### config.mk
export PLATFORM = sky130hd
export DESIGN_NAME = clk_divider_prog
export DESIGN_NICKNAME = d
export VERILOG_FILES = /design/src/rtl/clk_divider_prog.sv
export SDC_FILE = /design/constraint.sdc
export NUM_CORES = 1
export LEC_CHECK = 0
export CORE_AREA = 2 2 121 111
export CTS_CLUSTER_DIAMETER = 120
export DETAILED_ROUTE_END_ITERATION = 8
export DIE_AREA = 0 0 123 113
export DONT_BUFFER_PORTS = 1
export PLACE_DENSITY = 0.79
export SLEW_MARGIN = 40
export SYNTH_ARGS = -nofsm -noshare
export SYNTH_HDL_FRONTEND = slang
export SYNTH_SLANG_ARGS = --single-unit
### constraint.sdc
create_clock -name clk_in -period 3.3 [get_ports clk_in]
set_input_delay 0.33 -clock clk_in [delete_from_list [all_inputs] [get_ports clk_in]]
set_output_delay 0.33 -clock clk_in [all_outputs]
set_load 0.1 [all_outputs]
### src/rtl/clk_divider_prog.sv
// clk_divider_prog
//   N_CH independent divided clocks, all derived from clk_in. Each channel
//   produces a 50%-duty divided_clk and a one-cycle tick in the cycle that
//   divided_clk toggles. The half-period of a channel is active_div+1 cycles.
//   A divisor is reloaded through a single config port and takes effect at a
//   toggle boundary, so a half-period never changes length partway through.
//
// Ports
//   clk_in       system clock
//   rst_n        asynchronous active-low reset
//   en[N_CH]     per-channel run enable; a disabled channel holds cnt/output
//   cfg_valid    config write request
//   cfg_ch       target channel (values >= N_CH are accepted and dropped)
//   cfg_div      new toggle value for the target channel
//   cfg_ready    config write can be accepted this cycle (combinational)
//   divided_clk  per-channel divided clock (registered)
//   tick         per-channel toggle strobe (registered)
//
// Config handshake: a write transfers on a rising clk_in edge where
// cfg_valid && cfg_ready. cfg_ready depends only on cfg_ch and on the
// target channel's pending flag; it never depends on cfg_valid. Each
// channel has one pending slot, so a second write to a channel whose slot
// is full is stalled (cfg_ready low) until that slot drains.
module clk_divider_prog #(
  parameter int N_CH           = 2,
  parameter int CNT_W          = 25,
  parameter int DEFAULT_TOGGLE = 1000000,
  parameter int CH_W           = 3
) (
  input  logic              clk_in,
  input  logic              rst_n,
  input  logic [N_CH-1:0]   en,
  input  logic              cfg_valid,
  input  logic [CH_W-1:0]   cfg_ch,
  input  logic [CNT_W-1:0]  cfg_div,
  output logic              cfg_ready,
  output logic [N_CH-1:0]   divided_clk,
  output logic [N_CH-1:0]   tick
);

  logic [CNT_W-1:0] cnt_q        [N_CH];
  logic [CNT_W-1:0] cnt_d        [N_CH];
  logic [CNT_W-1:0] active_div_q [N_CH];
  logic [CNT_W-1:0] active_div_d [N_CH];
  logic [CNT_W-1:0] shadow_div_q [N_CH];
  logic [CNT_W-1:0] shadow_div_d [N_CH];
  logic [N_CH-1:0]  pending_q, pending_d;
  logic [N_CH-1:0]  div_clk_q, div_clk_d;
  logic [N_CH-1:0]  tick_q, tick_d;
  logic [N_CH-1:0]  cfg_hit;   // an accepted write targets this channel

  // Out-of-range channels never match, so cfg_ready stays at its default 1.
  always_comb begin
    cfg_ready = 1'b1;
    for (int i = 0; i < N_CH; i++) begin
      if (cfg_ch == CH_W'(i)) cfg_ready = ~pending_q[i];
    end
  end

  always_comb begin
    for (int i = 0; i < N_CH; i++) begin
      cfg_hit[i] = cfg_valid & cfg_ready & (cfg_ch == CH_W'(i));
    end
  end

  always_comb begin
    cnt_d        = cnt_q;
    active_div_d = active_div_q;
    shadow_div_d = shadow_div_q;
    pending_d    = pending_q;
    div_clk_d    = div_clk_q;
    tick_d       = '0;
    for (int i = 0; i < N_CH; i++) begin
      if (en[i]) begin
        // >= rather than == so a counter that somehow overshot the divisor
        // still wraps here instead of running on to 2^CNT_W.
        if (cnt_q[i] >= active_div_q[i]) begin
          cnt_d[i]     = '0;
          div_clk_d[i] = ~div_clk_q[i];
          tick_d[i]    = 1'b1;
          if (pending_q[i]) begin
            active_div_d[i] = shadow_div_q[i];
            pending_d[i]    = 1'b0;
          end
        end else begin
          cnt_d[i] = cnt_q[i] + CNT_W'(1);
        end
      end else if (pending_q[i]) begin
        // Idle channel: no boundary will come, so load now and restart
        // the half-period from zero. divided_clk keeps its level.
        active_div_d[i] = shadow_div_q[i];
        pending_d[i]    = 1'b0;
        cnt_d[i]        = '0;
      end
      // Acceptance requires pending_q low, so this never collides with the
      // clears above; a write landing on a terminal count waits for the
      // next boundary because the swap above used the old pending_q.
      if (cfg_hit[i]) begin
        shadow_div_d[i] = cfg_div;
        pending_d[i]    = 1'b1;
      end
    end
  end

  always_ff @(posedge clk_in or negedge rst_n) begin
    if (!rst_n) begin
      for (int i = 0; i < N_CH; i++) begin
        cnt_q[i]        <= '0;
        active_div_q[i] <= CNT_W'(DEFAULT_TOGGLE);
        shadow_div_q[i] <= '0;
      end
      pending_q <= '0;
      div_clk_q <= '0;
      tick_q    <= '0;
    end else begin
      cnt_q        <= cnt_d;
      active_div_q <= active_div_d;
      shadow_div_q <= shadow_div_d;
      pending_q    <= pending_d;
      div_clk_q    <= div_clk_d;
      tick_q       <= tick_d;
    end
  end

  assign divided_clk = div_clk_q;
  assign tick        = tick_q;

endmodule

# After elaboration in Yosys (flattened, before gate mapping)
# Cells that the tools add are included.
[totals] out_inout_bits=5 input_bits=33 reg_bits=156 wordCells=56
[classes] n_eq_ne=5 addsub=2 bitwise_logic=7 n_lt_le_gt_ge=2 muxes=24 n_reduce_logical=5
[ops] cell="25-bit 2-to-1 mux" count=12
[ops] cell="25-bit by 1-bit adder with 25-bit output (second input constant)" count=2
[ops] cell="25-bit greater-or-equal comparator" count=2
[ops] cell="1-bit 2-to-1 mux" count=12
[ops] cell="3-bit by 1-bit inequality test with 1-bit output (second input constant)" count=2
[ops] cell="2-bit by 1-bit inequality test with 1-bit output (second input constant)" count=2
[ops] cell="1-bit NOT" count=4
[ops] cell="2-bit AND reduction" count=2
[ops] cell="2-bit nonzero test" count=2
[ops] cell="1-bit bitwise AND" count=3
[ops] cell="3-bit by 1-bit == test with 1-bit output (second input constant)" count=1
[ops] cell="3-bit logical NOT" count=1

# Depth between registers and ports, before layout
# Gate-level depths: netlist of the first run.
[depth] depth_word=6 mapped_depth=10 depth_no_buf=9

# Worst setup path after synthesis of the first run
# No wires, ideal clock.
[synth_path] kind="flip-flop to flip-flop" startpoint="register cnt_q[35] (netlist name)" endpoint="register active_div_q[29] (netlist name)" period_less_slack_ns=2.473 required_ns=3.175 path_stages_with_launch=10 n_path_buf=1 arrival_time_ns=2.348 setup_ns=0.125 setup_slack_ns=0.827 cell_sequence="dfrtp_1 ha_1 a21oi_1 o21ai_1 a211o_1 a31o_1 a211o_1 nand2_2 buf_6 mux2_2"
[synth_via] elab_chain_cells=2
[synth_lines] element="start: declaration" line_no="41" source="logic [CNT_W-1:0] cnt_q [N_CH];"
[synth_lines] element="start signal: assignment" line_no="116" source="cnt_q <= cnt_d;"
[synth_lines] element="25-bit greater-or-equal comparator" line_no="77" source="if (cnt_q[i] >= active_div_q[i]) begin"
[synth_lines] element="2-bit by 1-bit inequality test with 1-bit output (no line)"
[synth_lines] element="end signal: indexed assignment" line_no="109" source="active_div_q[i] <= CNT_W'(DEFAULT_TOGGLE);"
[synth_lines] element="end signal: assignment" line_no="117" source="active_div_q <= active_div_d;"
[synth_lines] element="end: declaration" line_no="43" source="logic [CNT_W-1:0] active_div_q [N_CH];"
# No other way between the ends.
# A chain may end at the register's enable or synchronous reset.

# Final worst setup path of the first run
[layout_path] startpoint="register cnt_q[35] (netlist name)" endpoint="register active_div_q[46] (netlist name)"
# Same word-level chain as after synthesis.

==> results.md, run 1 <==
- Layout cells sized above 1: 0.2200
- Simple-gate area share of the yosys netlist: 0.1233
- Clk Latency, worst-skew pair: 0.43 ns
- Non-Filler Instances: 905
- Antenna Violating Nets Remaining: 0
- Initial Util: 0.6264
- Initial DRT Pass Iterations: 5
- DR DRC count: 0
- Root Driver: clkbuf_16
- MaxCap Viol Count: 0
- Mux contribution to synthesized area: 0.1455
- Post-DP HPWL: 10,990 microns
- I/O Buffers: 0
- Status: complete, but fails checks
- #FFs+latches synth: 156
- CTS tree: yes
- Setup TNS: 0 ns
- # resized after CTS: 0
- Fmax achieved: 0.3446 GHz
- Relative slew slack: 0.4259
- Clk pwr share: 0.323
- CP cell instances: ha_1, a21oi_1, o21ai_1, a211o_1, a31o_1, a211o_1, nand2_2, mux2_2
- # nets final: 813
- Via count: 5,526
- Final Util: 0.6863
- Worst-path maximum fanout: 25
- Synthesized cell area: 7886 sq um
- Syn-to-layout area delta: 9.567%
- Filler instances: 898
- Critical path data required time: 3.61 ns
- XOR/XNOR Fraction of Synth Area: 0.004442
- Sw Pwr: 0.001796 W
- Asr flop ratio synth: 1.000
- Setup-failing EPs final: 0
- CTS H-Tree Depth: 4
- Worst hold slack: -0.3979 ns
- Post-synthesis compound-gate area fraction: 0.09979
- Hold Violations, Final: 156
- Sequential share of power: 0.472
- Pleak: 4.063 nW
- EDFF count, synth: 0
- Ant diodes: 0
- CP delay by family, top: compound AO/OA/AOI/OAI gates
- Post-synthesis share of cell area spent on full adders, half adders and majority gates: 0.08250
- Failing checks: negative hold slack
- Cell mode on critical path: a211o_1
- Internal: 0.004394 W
- Placer congestion estimate: 0.8527
- Initial antenna violation count: 0
- Max Slew Vio Count: 0
- Power Density: 716.3 nW/um^2
- Worst path max stage delay: 0.46 ns
- Grt total ovfl: 0
- Drt wl/cell: 17.65 microns
- Ratio of final minimum period to clock period: 0.8794
- DR vias/cell: 6.106
- CTS Buf Count: 17
- Synth warn: 0
- Worst-case clock buffer depth: 2
- DRT iter0 DRCs: 385
- Worst-path clk slew: 0.06 ns
- DP Cell Count: 873
- Tot GR Track Use: 0.2493
- Measured slew at the worst slew-check pin: 0.8618 ns
- Top_reg_cell synth: dfrtp_1
- Switching portion of total power: 0.2901
- Largest net degree at the start of global routing: 157
- Site Rows: 39
- CP arrival: 3.21 ns
- Vias in the first global route: 5,582
- Total wire length: 15,970 microns
- First-pass GRT wire length: 26,890 microns
- Maximum vdd ir drop: 0.4997 mV
- Syn_nets: 811
- Synth cell types: 49
- Worst reg-to-reg setup slack: 0.40 ns
- Post-synthesis sequential area ratio: 0.4972
- Type of the most critical hold path: in2async
- Worst setup SP type: flop
- Die Ht: 113 microns
- Final Skew: 0.006774 ns
- Most frequent cells in the layout: 140 x dfrtp_1, 101 x mux2_2, 70 x inv_1, 52 x ha_1, 50 x nand3_1
- DIE WIDTH: 123 microns
- Clk sink count: 156
- Post-CTS Setup Bufs: 0
- Buffers & Inverters on Critical Path: 0
- I/O pin count: 38
- Syn Inst Count: 726
- CP Class: reg2reg
- Unrepaired setup endpoints after global routing: false
- Critical-path top delay cell: nand2_2
- Avg Cell Area, Syn: 10.86 sq um
- Most common cell after layout, fill and taps aside: dfrtp_1
- Final min period: 2.902 ns
- Combinational share of power: 0.206
- Largest family of logic cells by synthesized area: multiplexers
- Critical Path End Type: flop
- Die area: 13,900 sq um
- Core ar.: 12,590 sq um
routing by layer:
layer	share of wire	track usage	wire [microns]	vias to the layer above
met5	0	0	0	-
met1	0.43	0.3275	6829	2744
met3	0.069	0.08821	1103	27
met2	0.49	0.3904	7765	157
met4	0.017	0.07727	272	0
li1	-	-	-	2598
power groups by stage:
stage / Clock (W) / Sequential (W) / Combinational (W)
after floorplan: 0 / 0.00282 / 0.00103
after global placement: 0 / 0.00292 / 0.00116
after detailed placement: 0 / 0.00295 / 0.00126
after CTS: 0.00202 / 0.00292 / 0.00129
after global routing: 0.00211 / 0.00299 / 0.00146
final: 0.00200 / 0.00292 / 0.00127
logic make-up (layout without fill, tap and decap cells):
| group | after synthesis | count (layout) |
|---|---|---|
| DFF | 156 | 156 |
| xor gates and xnor gates | 4 | 4 |
| buffers and inverters | 93 | 108 |
| AOI/OAI and AO/OA | 129 | 129 |
| adders and majority gates | 52 | 52 |
| muxes | 102 | 102 |
| and+or+nand+nor | 190 | 190 |
cell usage after synthesis, drive strengths merged (3+ instances only):
master  count  area, sq um
nand2b      3        18.77
a211oi      3        27.52
nor3       12        60.06
dfrtp     142         3553
and2        4        25.02
o22ai       6        37.54
mux2      101         1137
o21ai      33        165.2
clkbuf     14        52.55
a21oi      46        230.2
o311ai      7        61.31
nand4      11        68.82
dfstp      14        367.9
nand2      51        198.9
or3        15        93.84
a21o       16        120.1
xor2        3        26.28
buf         9        57.55
and3       11        68.82
nor2       17        63.81
inv        70        262.8
ha         52        650.6
nor3b       6        45.04
a31oi       3        18.77
and4        3        26.28
nand3      51        255.2
sequential cells by signal, summed over array words and instances, names as in the netlist:
register      count
divided_clk       2
cnt_q            50
tick              2
shadow_div_q     50
active_div_q     50
pending_q         2
cell type report:
cell class                 instances  area, sq um  share of cell area
tap                              164        205.2             0.02375
inverter                          70        262.8             0.03041
sequential                       156         3924              0.4541
multi-input combinational        477         3602              0.4169
timing repair buffer               6        45.04            0.005213
clock buffer                      21        460.4             0.05329
clock inverter                    11        141.4             0.01636
per-stage QoR:
step | power, W | setup slack [ns] | hold WS, ns | instance area, sq um
6_report | 0.006190 | 0.3980 | -0.3979 | 8641
5_1_grt | 0.006566 | 0.2246 | -0.4224 | 8641
4_1_cts | 0.006227 | 0.4126 | -0.4154 | 8641
3_5_place_dp | 0.004212 | 0.5015 | 0.03925 | 8039
3_3_place_gp | 0.004078 | 0.5925 | 0.04017 | 8026
2_1_floorplan | 0.003858 | 0.8270 | 0.03441 | 7886
final timing paths:
check | start | end | cells after the start
worst max-delay path | cnt_q[35] | active_div_q[46] | 8
worst min-delay path | rst_n | cnt_q[30] | 0
worst max register to register | cnt_q[35] | active_div_q[46] | 8
worst min register to register | shadow_div_q[6] | active_div_q[6] | 1
max in group asynchronous | rst_n | active_div_q[19] | 0
min in group clk_in | cfg_div[3] | shadow_div_q[3] | 1
No activity file was read; power rests on OpenSTA's default activity.
==> run 2: changes to the inputs <==
Settings changed: CELL_PAD_IN_SITES_DETAIL_PLACEMENT from default to 0, CELL_PAD_IN_SITES_GLOBAL_PLACEMENT from default to 1, CORE_AREA 2 2 121 111 to 2 2 135 123, DIE_AREA 0 0 123 113 to 0 0 137 125, GPL_TIMING_DRIVEN from default to 0.
==> run 2 against run 1 <==
  * The flow still finishes with violations (negative hold slack)
  * Non-clock buffer count up 17
  * Cell count up 6.6%
  * Total power down 1.3%
==> results.md, run 2 (synthesized netlist as in run 1, its figures left out) <==
- Status: complete, but fails checks
- Failing checks: negative hold slack
- Layout cells sized above 1: 0.2177
- Met3 GRT Util: 0.07015
- Cell mode on critical path: a211o_1
- Via count: 5,488
- Most frequent cells in the layout: 140 x dfrtp_1, 101 x mux2_2, 70 x inv_1, 52 x ha_1, 51 x nand3_1
- DIE WIDTH: 137 microns
- First-pass GRT wire length: 28,190 microns
- Setup TNS: 0 ns
- Largest net degree at the start of global routing: 157
- Drt wl/cell: 17.18 microns
- Unrepaired setup endpoints after global routing: false
- Type of the most critical hold path: in2async
- Fmax achieved: 0.3444 GHz
- CTS Buf Count: 17
- # resized after CTS: 0
- Clk Latency, worst-skew pair: 0.42 ns
- Grt total ovfl: 0
- Buffers & Inverters on Critical Path: 1
- Die area: 17,130 sq um
- Measured slew at the worst slew-check pin: 0.8658 ns
- Final Cell Area: 8743 sq um
- CP startpoint: cnt_q[35]
- Critical-path top delay cell: dfrtp_1
- GR Layer Usage met1: 0.2964
- CTS tree: yes
- Tot GR Track Use: 0.2096
- Final Skew: 0.01263 ns
- Final min period: 2.903 ns
- Placer congestion estimate: 0.8247
- Maximum vdd ir drop: 0.4551 mV
- I/O Buffers: 0
- Worst path max stage delay: 0.46 ns
- MaxCap Viol Count: 0
- Clk sink count: 156
- Setup-failing EPs final: 0
- Initial Util: 0.4974
- DR DRC count: 0
- Site Rows: 44
- CP Depth: 9
- Worst-path clk slew: 0.06 ns
- Worst reg-to-reg setup slack: 0.40 ns
- Total wire length: 16,580 microns
- Total cell area at the placement stage: 8150 sq um
- Worst setup SP type: flop
- Critical Path End Type: flop
- Vias in the first global route: 5,627
- Met2 usage: 0.3111
- Root Driver: clkbuf_16
- Critical path data required time: 3.59 ns
- CP delay by family, top: compound AO/OA/AOI/OAI gates
- DR vias/cell: 5.687
- CP arrival: 3.20 ns
- CTS H-Tree Depth: 4
- Filler instances: 1,335
- Antenna Violating Nets Remaining: 0
- Worst-case clock buffer depth: 2
- Most common cell after layout, fill and taps aside: dfrtp_1
- Core ar.: 15,860 sq um
- Worst-path maximum fanout: 10
- Length in cells of the worst reg-to-reg path: 9
- R2R Path End: active_div_q[40]
- Ant diodes: 0
- Initial DRT Pass Iterations: 5
- Worst r2r src: cnt_q[35]
- I/O pin count: 38
- Power Density: 698.5 nW/um^2
- Ratio of final minimum period to clock period: 0.8798
- Relative slew slack: 0.4232
- Pleak: 4.089 nW
- Post-CTS Setup Bufs: 0
- Max Slew Vio Count: 0
- CP Class: reg2reg
- Die Ht: 125 microns
- Most used routing layer: met2
- Hold Violations, Final: 156
- # nets final: 830
- Worst hold slack: -0.3844 ns
- CP cell instances: ha_1, a21oi_1, o21ai_1, a211o_1, a31o_1, a211o_1, nand2_2, buf_6, mux2_2
- Post-DP HPWL: 12,080 microns
- Crit path to: active_div_q[40]
- Initial antenna violation count: 0
- Syn-to-layout area delta: 10.87%
- DRT iter0 DRCs: 490
- Largest regs: active_div_q: 50 flops, cnt_q: 50 flops, shadow_div_q: 50 flops
-- run 2: metrics by stage --
stage / hold WS [ns] / instances / setup WS (ns) / total power, W / utilization
floorplan: 0.03441 / 726 / 0.8270 / 0.003858 / -
CTS: -0.4130 / 965 / 0.4214 / 0.006176 / 0.5515
finish: -0.3844 / 965 / 0.3966 / 0.006107 / 0.5515
global route: -0.4221 / 965 / 0.2258 / 0.006519 / 0.5515
detailed placement: 0.04139 / 933 / 0.4574 / 0.004227 / 0.5140
global placement: 0.04183 / 933 / 0.4788 / 0.004128 / 0.5137
-- run 2: metal layers --
metal,up-vias,routed length (microns)
met5,-,0
met4,0,173
met3,17,993
met2,116,7659
met1,2730,7751
li1,2625,-
-- run 2: worst min path at each step --
| stage | endpoint | startpoint | slack (ns) | cells past startpoint |
|---|---|---|---|---|
| 5_1_grt | cnt_q[35] | rst_n | -0.42 | 0 |
| 4_1_cts | shadow_div_q[10] | rst_n | -0.41 | 0 |
| 3_5_place_dp | active_div_q[37] | rst_n | 0.04 | 0 |
| 2_1_floorplan | active_div_q[0] | rst_n | 0.03 | 0 |
| 3_3_place_gp | active_div_q[35] | rst_n | 0.04 | 0 |
| 6_report | active_div_q[37] | rst_n | -0.38 | 0 |
-- run 2: worst register-to-register path: stages (launching register included) --
cell and delay (ns):
dfrtp_1 0.46, ha_1 0.35, a21oi_1 0.17, o21ai_1 0.12, a211o_1 0.28, a31o_1 0.26
a211o_1 0.39, nand2_2 0.22, buf_6 0.18, mux2_2 0.34
-- run 2: report_power, final --
| group | leakage, nW | switching, W | internal (W) |
|---|---|---|---|
| Sequential | 1.96 | 0.000421 | 0.00249 |
| Combinational | 1.84 | 0.000593 | 0.000672 |
| Clock | 0.289 | 0.000765 | 0.00116 |
| Total | 4.09 | 0.00178 | 0.00433 |
-- run 2: layout make-up --
cell class                      instances  area, sq um  share of cell area
Buffer                                 23        110.1             0.01259
Clock buffer                           24        511.7             0.05853
Inverter                               70        262.8             0.03005
Multi-Input combinational cell        477         3595              0.4111
Sequential cell                       156         3924              0.4488
Tap cell                              207        259.0             0.02962
Clock inverter                          8        81.33            0.009302
==> run 3: changes to the inputs <==
Settings changed: ABC_AREA from default to 1, CORE_AREA 2 2 135 123 to 2 2 144 132, DIE_AREA 0 0 137 125 to 0 0 146 134, MAX_ROUTING_LAYER from default to met4, PLACE_DENSITY 0.79 to 0.8.
==> run 3 against run 2 <==
  * The run still ends with negative hold slack left
  * Area after synthesis rose by 8.0%
  * Flip-flop and latch count unchanged
  * Core utilization is 2.8 points lower
  * Clock skew decreased by 0.0065 ns
  * Maximum frequency is 31% higher
  * Clock power grew 12%
  * Sequential share of layout area decreased by 3.5 points
  * Register-to-register slack improved by 0.68 ns
  * Routed wire length grew 22%
  * Sequential power shrank 6%
==> results.md, run 3 <==
- Status: complete, but fails checks
- Failing checks: negative hold slack
- I/O Buffers: 0
- Layout cells sized above 1: 0.07381
- CTS H-Tree Depth: 4
- Largest regs: active_div_q: 50 flops, cnt_q: 50 flops, shadow_div_q: 50 flops
- Asr flop ratio synth: 1.000
- DR DRC count: 0
- Post-synthesis compound-gate area fraction: 0.07342
- # resized after CTS: 0
- Top post-synthesis cells by area: dfrtp_1 42%, nand2_1 15%, ha_1 7.6%
- Pre-CTS setup slack: 1.087 ns
- XOR/XNOR Fraction of Synth Area: 0.03906
- Placer congestion estimate: 0.8542
- Type of the most critical hold path: in2async
- Ratio of final minimum period to clock period: 0.6729
- Largest family of logic cells by synthesized area: simple AND/OR/NAND/NOR gates
- Unrepaired setup endpoints after global routing: false
- Pleak: 4.760 nW
- Final Util: 0.5233
- CP startpoint: active_div_q[41]
- EDFF count, synth: 0
- Total cell area at the placement stage: 8830 sq um
- Power Density: 677.4 nW/um^2
- Cell mode on critical path: nor2_1
- Critical Path End Type: flop
- CTS Buf Count: 17
- Initial Util: 0.4704
- Synth cell types: 33
- DRT iter0 DRCs: 514
- Post-DP HPWL: 14,960 microns
- Setup-failing EPs final: 0
- Critical path data required time: 3.59 ns
- Clk Latency, worst-skew pair: 0.42 ns
- Final Skew: 0.006171 ns
- Tot GR Track Use: 0.2272
- Post-synthesis sequential area ratio: 0.4602
- Drt wl/cell: 14.88 microns
- CP arrival: 2.51 ns
- MaxCap Viol Count: 0
- Synth warn: 0
- Initial DRT Pass Iterations: 5
- Post-synthesis share of cell area spent on full adders, half adders and majority gates: 0.07636
- Worst-case clock buffer depth: 2
- CP Class: reg2reg
- Site Rows: 47
- Share of the synthesized area in the top cell type: 0.4170
- Most frequent cells in the layout: 337 x nand2_1, 144 x inv_1, 140 x dfrtp_1, 84 x nand3_1, 73 x nor2_1
- Syn-to-layout area delta: 11.23%
- Grt total ovfl: 0
- Avg Cell Area, Syn: 7.897 sq um
- Relative slew slack: 0.4270
- Register area: 3924 sq um
- First-pass GRT wire length: 34,040 microns
- Clk sink count: 156
- DIE WIDTH: 146 microns
- Commonest cells in the netlist: 337 x nand2_1, 144 x inv_1, 142 x dfrtp_1, 84 x nand3_1, 73 x nor2_1
- Post-CTS Setup Bufs: 0
- Simple-gate area share of the yosys netlist: 0.2637
- Final min period: 2.221 ns
- Hold Violations, Final: 156
- Mux contribution to synthesized area: 0
- Synth area leader: dfrtp_1
- Top-count cell post-synth: nand2_1
- CTS tree: yes
- Ant diodes: 0
- Antenna Violating Nets Remaining: 0
- Core ar.: 18,110 sq um
- Total wire length: 20,170 microns
- I/O pin count: 38
- Worst-path maximum fanout: 10
- Via count: 6,741
- Max Slew Vio Count: 0
- Die Ht: 134 microns
- Initial antenna violation count: 0
- Largest net degree at the start of global routing: 157
- Final Cell Area: 9478 sq um
- Worst-path clk slew: 0.06 ns
- CP cell instances: inv_1, ha_1, nand2_1, nor2_1, nand4_1, nor2_1, nor2_1, nand4_2, buf_2, o21ai_0
- Area occupied by multi-input gates: 3856 sq um
- Most common cell after layout, fill and taps aside: nand2_1
- Setup TNS: 0 ns
- Worst reg-to-reg setup slack: 1.08 ns
- # nets final: 1,183
- Die area: 19,560 sq um
- Filler instances: 1,811
- Fmax achieved: 0.4503 GHz
- Maximum vdd ir drop: 0.4120 mV
- DR vias/cell: 4.971
- Syn_nets: 1,164
- Critical-path top delay cell: dfstp_2
- #FFs+latches synth: 156
- Synthesized cell area: 8521 sq um
- Worst path max stage delay: 0.53 ns
- Worst r2r src: active_div_q[41]
- Syn Inst Count: 1,079
- Top_reg_cell synth: dfrtp_1
- Vias in the first global route: 6,506
- Measured slew at the worst slew-check pin: 0.8600 ns
- Worst setup SP type: flop
- Root Driver: clkbuf_16
- Setup ws final: 1.079 ns
- Worst hold slack: -0.3959 ns
run 3: cell count changes in the layout (fill, tap and decap cells not counted), moves of 15 or more:
cell     before  now
nand3_1      51   84
nand2_1      47  337
or3_1        15    0
xor2_1        3   29
a21oi_1      46   19
inv_1        70  144
nor2_1       17   73
o21ai_0      31   62
mux2_2      101    0
run 3: path summary, 6_finish.rpt:
| check | endpoint | depth (start not counted) |
|---|---|---|
| worst min-delay path | active_div_q[7] | 0 |
| worst max-delay path | cnt_q[27] | 10 |
| max in group asynchronous | active_div_q[31] | 0 |
| worst min register to register | active_div_q[44] | 2 |
| worst max register to register | cnt_q[27] | 10 |
| min in group clk_in | tick[0] | 2 |
run 3: report_power, final:
| part | internal (W) | switching, W | total, W |
|---|---|---|---|
| clock | 0.00135 | 0.000825 | 0.00217 |
| combinational | 0.000552 | 0.000959 | 0.00151 |
| sequential | 0.00238 | 0.000362 | 0.00274 |
| total | 0.00427 | 0.00215 | 0.00642 |
run 3: through the flow:
step,total power [W],cells
floorplan,0.003857,1079
global placement,0.004232,1324
detailed placement,0.004275,1324
CTS,0.006469,1356
global route,0.006892,1356
finish,0.006421,1356
run 3: kinds of logic after synthesis:
| kind of cell | after synthesis |
|---|---|
| XOR/XNOR | 38 |
| flip-flops | 156 |
| buffers and inverters | 180 |
| AND/OR/NAND/NOR | 537 |
| AO/OA/AOI/OAI | 116 |
| adder cells (fa/ha/maj) | 52 |
run 3: critical path, delay by kind of cell (launching register included):
family,cells,cell delay [ns]
AND/OR/NAND/NOR,6,0.78
buffers and inverters,2,0.36
flip-flops,1,0.53
adder cells (fa/ha/maj),1,0.29
AO/OA/AOI/OAI,1,0.14
run 3: area by class of cell:
| type | count | share of cell area |
|---|---|---|
| Clock buffer | 18 | 0.04528 |
| Clock inverter | 14 | 0.02310 |
| Tap cell | 245 | 0.03234 |
| Multi-Input combinational cell | 743 | 0.4069 |
| Buffer | 34 | 0.02059 |
| Inverter | 146 | 0.05782 |
| Sequential cell | 156 | 0.4140 |
run 3: metal layers:
metal  vias up  routed length [microns]  track usage
met2       134                     7903       0.2977
met5         -                        0            -
met1      3134                    11310       0.3602
met4         0                      196      0.05609
met3        16                      759      0.03810
li1       3457                        -            -
